File: src/rtl/imem_loader_pkg.sv
// ============================================================================
// imem_loader_pkg
// Shared state encoding and default sizing for the instruction-memory loader.
// Revision: 1.0
// ============================================================================
`default_nettype none

package imem_loader_pkg;

    localparam int C_ADDR_W_DEFAULT  = 6;
    localparam int C_TIMEOUT_DEFAULT = 1024;

    typedef enum logic [2:0] {
        LDR_IDLE  = 3'd0,
        LDR_LEN   = 3'd1,
        LDR_DATA  = 3'd2,
        LDR_CHECK = 3'd3,
        LDR_DONE  = 3'd4,
        LDR_ERR   = 3'd5
    } ldr_state_t;

endpackage

`default_nettype wire

File: src/rtl/imem_word_packer.sv
// ============================================================================
// imem_word_packer
// Assembles four little-endian bytes into a 32-bit word, pulsing word_valid
// combinationally with the fourth byte.
// Revision: 1.0
// ============================================================================
`default_nettype none

module imem_word_packer
    import imem_loader_pkg::*;
(
    input  logic        clk,
    input  logic        rst,
    input  logic        clear,
    input  logic        byte_valid,
    input  logic [7:0]  byte_data,
    output logic        word_valid,
    output logic [31:0] word_data
);

    logic [1:0]  r_idx;
    logic [23:0] r_low;

    always_ff @(posedge clk) begin
        if (!rst || clear) begin
            r_idx <= '0;
            r_low <= '0;
        end else if (byte_valid) begin
            r_idx <= r_idx + 2'd1;
            case (r_idx)
                2'd0:    r_low[7:0]   <= byte_data;
                2'd1:    r_low[15:8]  <= byte_data;
                2'd2:    r_low[23:16] <= byte_data;
                default: r_low        <= '0;
            endcase
        end
    end

    // Top byte bypasses the register so the loader can write the word on the next edge.
    assign word_valid = byte_valid && !clear && (r_idx == 2'd3);
    assign word_data  = {byte_data, r_low};

endmodule

`default_nettype wire

File: src/rtl/imem_loader.sv
// ============================================================================
// imem_loader
// Byte-stream loader for instruction memory: length, words, XOR checksum.
// Holds the CPU until a complete, verified image has been written.
// Revision: 1.0
// ============================================================================
`default_nettype none

module imem_loader
    import imem_loader_pkg::*;
#(
    parameter int ADDR_W  = C_ADDR_W_DEFAULT,
    parameter int TIMEOUT = C_TIMEOUT_DEFAULT
) (
    input  logic              clk,
    input  logic              rst,
    input  logic              start,
    input  logic              rx_valid,
    input  logic [7:0]        rx_data,
    output logic              rx_ready,
    output logic              mem_we,
    output logic [ADDR_W-1:0] mem_addr,
    output logic [31:0]       mem_wdata,
    output logic              cpu_hold,
    output logic              done,
    output logic              error,
    output logic [ADDR_W:0]   words_loaded
);

    localparam int DEPTH = 1 << ADDR_W;
    localparam int CNT_W = (TIMEOUT > 1) ? $clog2(TIMEOUT) : 1;
    localparam logic [CNT_W-1:0]  C_IDLE_LAST = (TIMEOUT > 0) ? CNT_W'(TIMEOUT - 1) : '0;
    localparam logic [CNT_W-1:0]  C_IDLE_ONE  = CNT_W'(1);
    localparam logic [ADDR_W:0]   C_DEPTH     = (ADDR_W + 1)'(DEPTH);
    localparam logic [ADDR_W:0]   C_WL_ONE    = (ADDR_W + 1)'(1);

    ldr_state_t        r_state;
    logic [ADDR_W:0]   r_num;
    logic [7:0]        r_chk;
    logic [CNT_W-1:0]  r_idle;

    logic              w_accept;
    logic              w_arm;
    logic              w_loading;
    logic              w_timeout;
    logic              w_word_valid;
    logic [31:0]       w_word;
    logic [ADDR_W:0]   w_wl_next;

    assign w_accept  = rx_valid && rx_ready;
    assign w_arm     = start && (r_state == LDR_IDLE || r_state == LDR_DONE || r_state == LDR_ERR);
    assign w_loading = (r_state == LDR_LEN) || (r_state == LDR_DATA) || (r_state == LDR_CHECK);
    assign w_timeout = (TIMEOUT != 0) && w_loading && !w_accept && (r_idle == C_IDLE_LAST);
    assign w_wl_next = words_loaded + C_WL_ONE;

    imem_word_packer u_packer (
        .clk        (clk),
        .rst        (rst),
        .clear      (w_arm || w_timeout),
        .byte_valid (w_accept && (r_state == LDR_DATA)),
        .byte_data  (rx_data),
        .word_valid (w_word_valid),
        .word_data  (w_word)
    );

    always_ff @(posedge clk) begin
        if (!rst) begin
            r_state      <= LDR_IDLE;
            r_num        <= '0;
            r_chk        <= '0;
            r_idle       <= '0;
            rx_ready     <= 1'b0;
            mem_we       <= 1'b0;
            mem_addr     <= '0;
            mem_wdata    <= '0;
            cpu_hold     <= 1'b1;
            done         <= 1'b0;
            error        <= 1'b0;
            words_loaded <= '0;
        end else begin
            mem_we <= 1'b0;
            if (w_loading) begin
                r_idle <= w_accept ? '0 : r_idle + C_IDLE_ONE;
            end

            if (w_timeout) begin
                r_state  <= LDR_ERR;
                error    <= 1'b1;
                rx_ready <= 1'b0;
            end else begin
                case (r_state)
                    LDR_IDLE, LDR_DONE, LDR_ERR: begin
                        if (start) begin
                            r_state      <= LDR_LEN;
                            rx_ready     <= 1'b1;
                            done         <= 1'b0;
                            error        <= 1'b0;
                            cpu_hold     <= 1'b1;
                            words_loaded <= '0;
                            r_chk        <= '0;
                            r_idle       <= '0;
                            mem_addr     <= '0;
                        end
                    end
                    LDR_LEN: begin
                        if (w_accept) begin
                            if (int'(rx_data) > DEPTH) begin
                                r_state  <= LDR_ERR;
                                error    <= 1'b1;
                                rx_ready <= 1'b0;
                            end else begin
                                r_num   <= (rx_data == 8'd0) ? C_DEPTH : (ADDR_W + 1)'(rx_data);
                                r_state <= LDR_DATA;
                            end
                        end
                    end
                    LDR_DATA: begin
                        if (w_accept) begin
                            r_chk <= r_chk ^ rx_data;
                            if (w_word_valid) begin
                                mem_we       <= 1'b1;
                                mem_wdata    <= w_word;
                                mem_addr     <= words_loaded[ADDR_W-1:0];
                                words_loaded <= w_wl_next;
                                if (w_wl_next == r_num) begin
                                    r_state <= LDR_CHECK;
                                end
                            end
                        end
                    end
                    LDR_CHECK: begin
                        if (w_accept) begin
                            rx_ready <= 1'b0;
                            if (rx_data == r_chk) begin
                                r_state  <= LDR_DONE;
                                done     <= 1'b1;
                                cpu_hold <= 1'b0;
                            end else begin
                                r_state <= LDR_ERR;
                                error   <= 1'b1;
                            end
                        end
                    end
                    default: begin
                        r_state  <= LDR_IDLE;
                        rx_ready <= 1'b0;
                    end
                endcase
            end
        end
    end

endmodule

`default_nettype wire

File: config.mk
export PLATFORM = sky130hd
export DESIGN_NAME = imem_loader
export DESIGN_NICKNAME = d
export VERILOG_FILES = /design/src/rtl/imem_loader_pkg.sv /design/src/rtl/imem_word_packer.sv /design/src/rtl/imem_loader.sv
export SDC_FILE = /design/constraint.sdc
export NUM_CORES = 1
export LEC_CHECK = 0
export CAP_MARGIN = 20
export CORE_MARGIN = 2
export CORE_UTILIZATION = 50
export CTS_CLUSTER_DIAMETER = 120
export DETAILED_ROUTE_END_ITERATION = 8
export PLACE_DENSITY_LB_ADDON = 0.2
export SYNTH_ARGS = -nofsm -noshare
export SYNTH_HDL_FRONTEND = slang
export SYNTH_SLANG_ARGS = --single-unit
File: constraint.sdc
create_clock -name clk -period 2.7 [get_ports clk]
set_input_delay 0.405 -clock clk [delete_from_list [all_inputs] [get_ports clk]]
set_output_delay 0.405 -clock clk [all_outputs]
set_load 0.05 [all_outputs]
==> results by group <==
Setup path
  • Crit-path leading delay family: buffers and inverters
  • Data arrival time of the critical path: roughly 1.8 ns
  • FF-to-FF path depth: 6
  • CP Capture Point: words_loaded[2]
  • Worst reg2reg endpoint: mem_addr[0]
  • Slowest Stage Delay on Critical Path: ~0.87 ns
  • CP cell instances: clkdlybuf4s50_1
  • R2R Setup Slk: approximately 0.55 ns
  • Crit path from: words_loaded[2]
  • CP Max Fanout: 10
  • Critical Path End Type: output pin
  • Buf/Inv on CP: 1
  • CP Depth: 1
  • Crit path max-delay cell type: clkdlybuf4s50_1
  • Reg-to-Reg Start: r_state[2]
  • CP Class: flip-flop to output pin
  • Worst setup SP type: flip-flop
  • Worst Path Required: 2.30 ns

Floorplanning
  • Die width: between 90 and 100 um
  • Die H: 99.8 um
  • DIE AREA: 0.00995 mm^2
  • FP Rows: 34
  • Initial core utilization: 0.521
  • CORE AREA: 0.00881 mm^2
  • Ports: 62

Detailed routing
  • DRC Markers: 0
  • Via/cell ratio: ~5.6
  • DR WL/cell: ~15 um
  • Antenna-violating nets left: 0
  • Iter 0 DRT Violations: 185
  • Post-Route WL: 10800 um
  • Via count: ~4000
  • Drt pass-1 iters: 6

Pwr
  • LEAKAGE: about 1.9 nW
  • Max VDD drop: ~0.30 mV
  • Power per cell area: 515 mW/mm^2

Layout
  • Final Non-Filler Cells: 723
  • Diode count: 0
  • Most frequent cells in the layout: nand2_1, dfxtp_1, a21oi_1
  • FILL cells: 786
  • Synthesis-to-layout area growth: 18.9%
  • Share of post-route cells with drive strength above 1: 0.0715
  • Sequential cell area: around 0.0021 mm^2
  • Layout Nets: around 630
  • Multi-input logic area: 0.00228 mm^2
  • Commonest non-fill, non-tap cell in the layout: nand2_1

Global route
  • Vias in the first global route: 3810
  • Pin count of the biggest net entering global routing: 59
  • Gr usage total: 0.228
  • Initial antenna violation count: 0
  • First-pass GRT wire length: 18400 um
  • Congestion Overflow GR: 0

Yosys
  • Syn Inst Count: 566
  • Synth Register Bits: 104
  • Number of synthesis warnings: 0
  • Synth async-reset ratio: 0
  • Top FF cell, synth: dfxtp_1
  • Yosys top cell by area: dfxtp_1
  • Area contributors post-synth: dfxtp_1, nand2_1, a21oi_1
  • Synthesized cell area: between 0.004 and 0.005 mm^2
  • EDFF count, synth: 0
  • Top-area cell type share of the netlist area: 0.454
  • Syn_nets: 584
  • Avg Inst Size Synth: 8.10 um^2
  • Sequential fraction of the synthesis area: 0.454
  • Post-synth cell types: 59

CTS
  • CTS root buffer: clkbuf_8
  • Post-CTS Setup Bufs: 0
  • Sink Count: 104
  • CTS tree: built
  • Total CTS buffers: 9
  • H-tree level count: 3
  • Reg clk slew, reported paths: approximately 0.11 ns
  • Max clock buf depth: 2
  • Worst skew pair latency: 0.38 ns
  • Quantity of hold-fixing buffers added after cts: 0
  • Post-cts sizing count: 0

Placed design
  • Post-placement cell count: just over 700
  • Pre-CTS setup slack: 0.247 ns
  • IO Port Bufs: 61
  • Final RePlAce weighted congestion: approximately 0.9
  • Final HPWL DP: 7480 um

Timing
  • Highest clock rate: 0.457 GHz
  • Final Setup Violations: 0
  • Setup TNS: 0 ns
  • Crit share post-route: 0.811
  • Worst-case clock skew: 0.0135 ns
  • RSZ-0062 raised after global routing: no
  • Least-Margin Pin Slew: 0.620 ns
  • Final hold vios: 0
  • Worst hold slack: 0.452 ns
  • Post-route minimum period: 2.19 ns
  • Max Slew Vio Count: 0
  • Final worst slack: 0.511 ns
  • Relative slew margins: 0.587

Status
  • Outcome: finished, final reports clean

Job
  • Max Cap Violations: 0

Hold path
  • HP Class: flip-flop to flip-flop
  • Worst Hold Launch: u_packer.r_low[0]
[cell families (layout without fill, tap and decap cells)]
kind of cell	count (synthesis)	in the layout	share of synthesized area
and+or+nand+nor	246	246	0.252
AOI/OAI and AO/OA	141	141	0.182
DFF	104	104	0.454
buffers and inverters	47	96	0.0486
xor gates and xnor gates	16	16	0.0338
adders and majority gates	6	6	0.0164
muxes	6	6	0.0131
[routing by layer]
layer,up-vias,routed length (um),track usage
li1,2032,-,-
met1,1931,5030,0.303
met2,106,5070,0.372
met3,15,497,0.0372
met4,0,189,0.0864
met5,-,0,0
[final cells by class]
type / count / share of cell area
clock buffers: 9 / 0.0227
clock inverters: 7 / 0.0152
inverters: 5 / 0.00344
multi-input cells: 415 / 0.418
flip-flops and latches: 104 / 0.382
well taps: 108 / 0.0248
repair buffers: 75 / 0.134
[Yosys cell counts (3+ instances only)]
| master | n |
|---|---|
| nor2b_1 | 4 |
| and3_1 | 5 |
| nor3_1 | 3 |
| a22oi_1 | 11 |
| dfxtp_1 | 104 |
| nor4_1 | 5 |
| buf_4 | 5 |
| ha_1 | 6 |
| nand2_1 | 123 |
| o21ai_0 | 20 |
| a211oi_1 | 5 |
| nor2_1 | 42 |
| clkbuf_1 | 25 |
| xnor2_1 | 6 |
| a21oi_1 | 80 |
| xor2_1 | 9 |
| mux2i_1 | 6 |
| or3_1 | 5 |
| buf_2 | 10 |
| a311oi_1 | 3 |
| nand3_1 | 32 |
| o21a_1 | 3 |
| nand3b_1 | 7 |
| inv_1 | 4 |
[power by group]
group          internal [mW]  switching (mW)  total (mW)
sequential              1.54          0.0195        1.56
clock                  0.373           0.606       0.979
combinational         0.0817           0.180       0.262
total                   2.00           0.805        2.80
[state kept, by name, summed over array words and instances, names as in the netlist]
| signal | count |
|---|---|
| r_state | 3 |
| r_idle | 10 |
| rx_ready | 1 |
| r_chk | 8 |
| done | 1 |
| u_packer.r_low | 24 |
| error | 1 |
| mem_wdata | 32 |
| mem_addr | 6 |
| cpu_hold | 1 |
| mem_we | 1 |
| words_loaded | 7 |
| u_packer.r_idx | 2 |
| r_num | 7 |
[metrics by stage]
step | area, um^2 | util | total power [mW]
3_3_place_gp | 5240 | 0.595 | 1.85
3_5_place_dp | 5240 | 0.595 | 1.86
2_1_floorplan | 4580 | - | 1.79
5_1_grt | 5450 | 0.619 | 2.93
6_report | 5450 | 0.619 | 2.80
4_1_cts | 5450 | 0.619 | 2.83
[how the worst min path moves through the flow]
stage,slack [ns],to,cells past startpoint
after detailed placement,0.45,u_packer.r_low[11],2
after floorplan,0.43,u_packer.r_low[10],2
final,0.45,mem_wdata[0],2
after global placement,0.44,cpu_hold,1
after global routing,0.48,mem_wdata[0],2
after CTS,0.45,mem_wdata[0],2
[worst register-to-register path: cells and delay by family, from the launching register on]
kind | cells | cell delay [ns]
and+or+nand+nor | 3 | 0.92
DFF | 1 | 0.44
AOI/OAI and AO/OA | 3 | 0.68
Power figures use the tool's default switching activity.
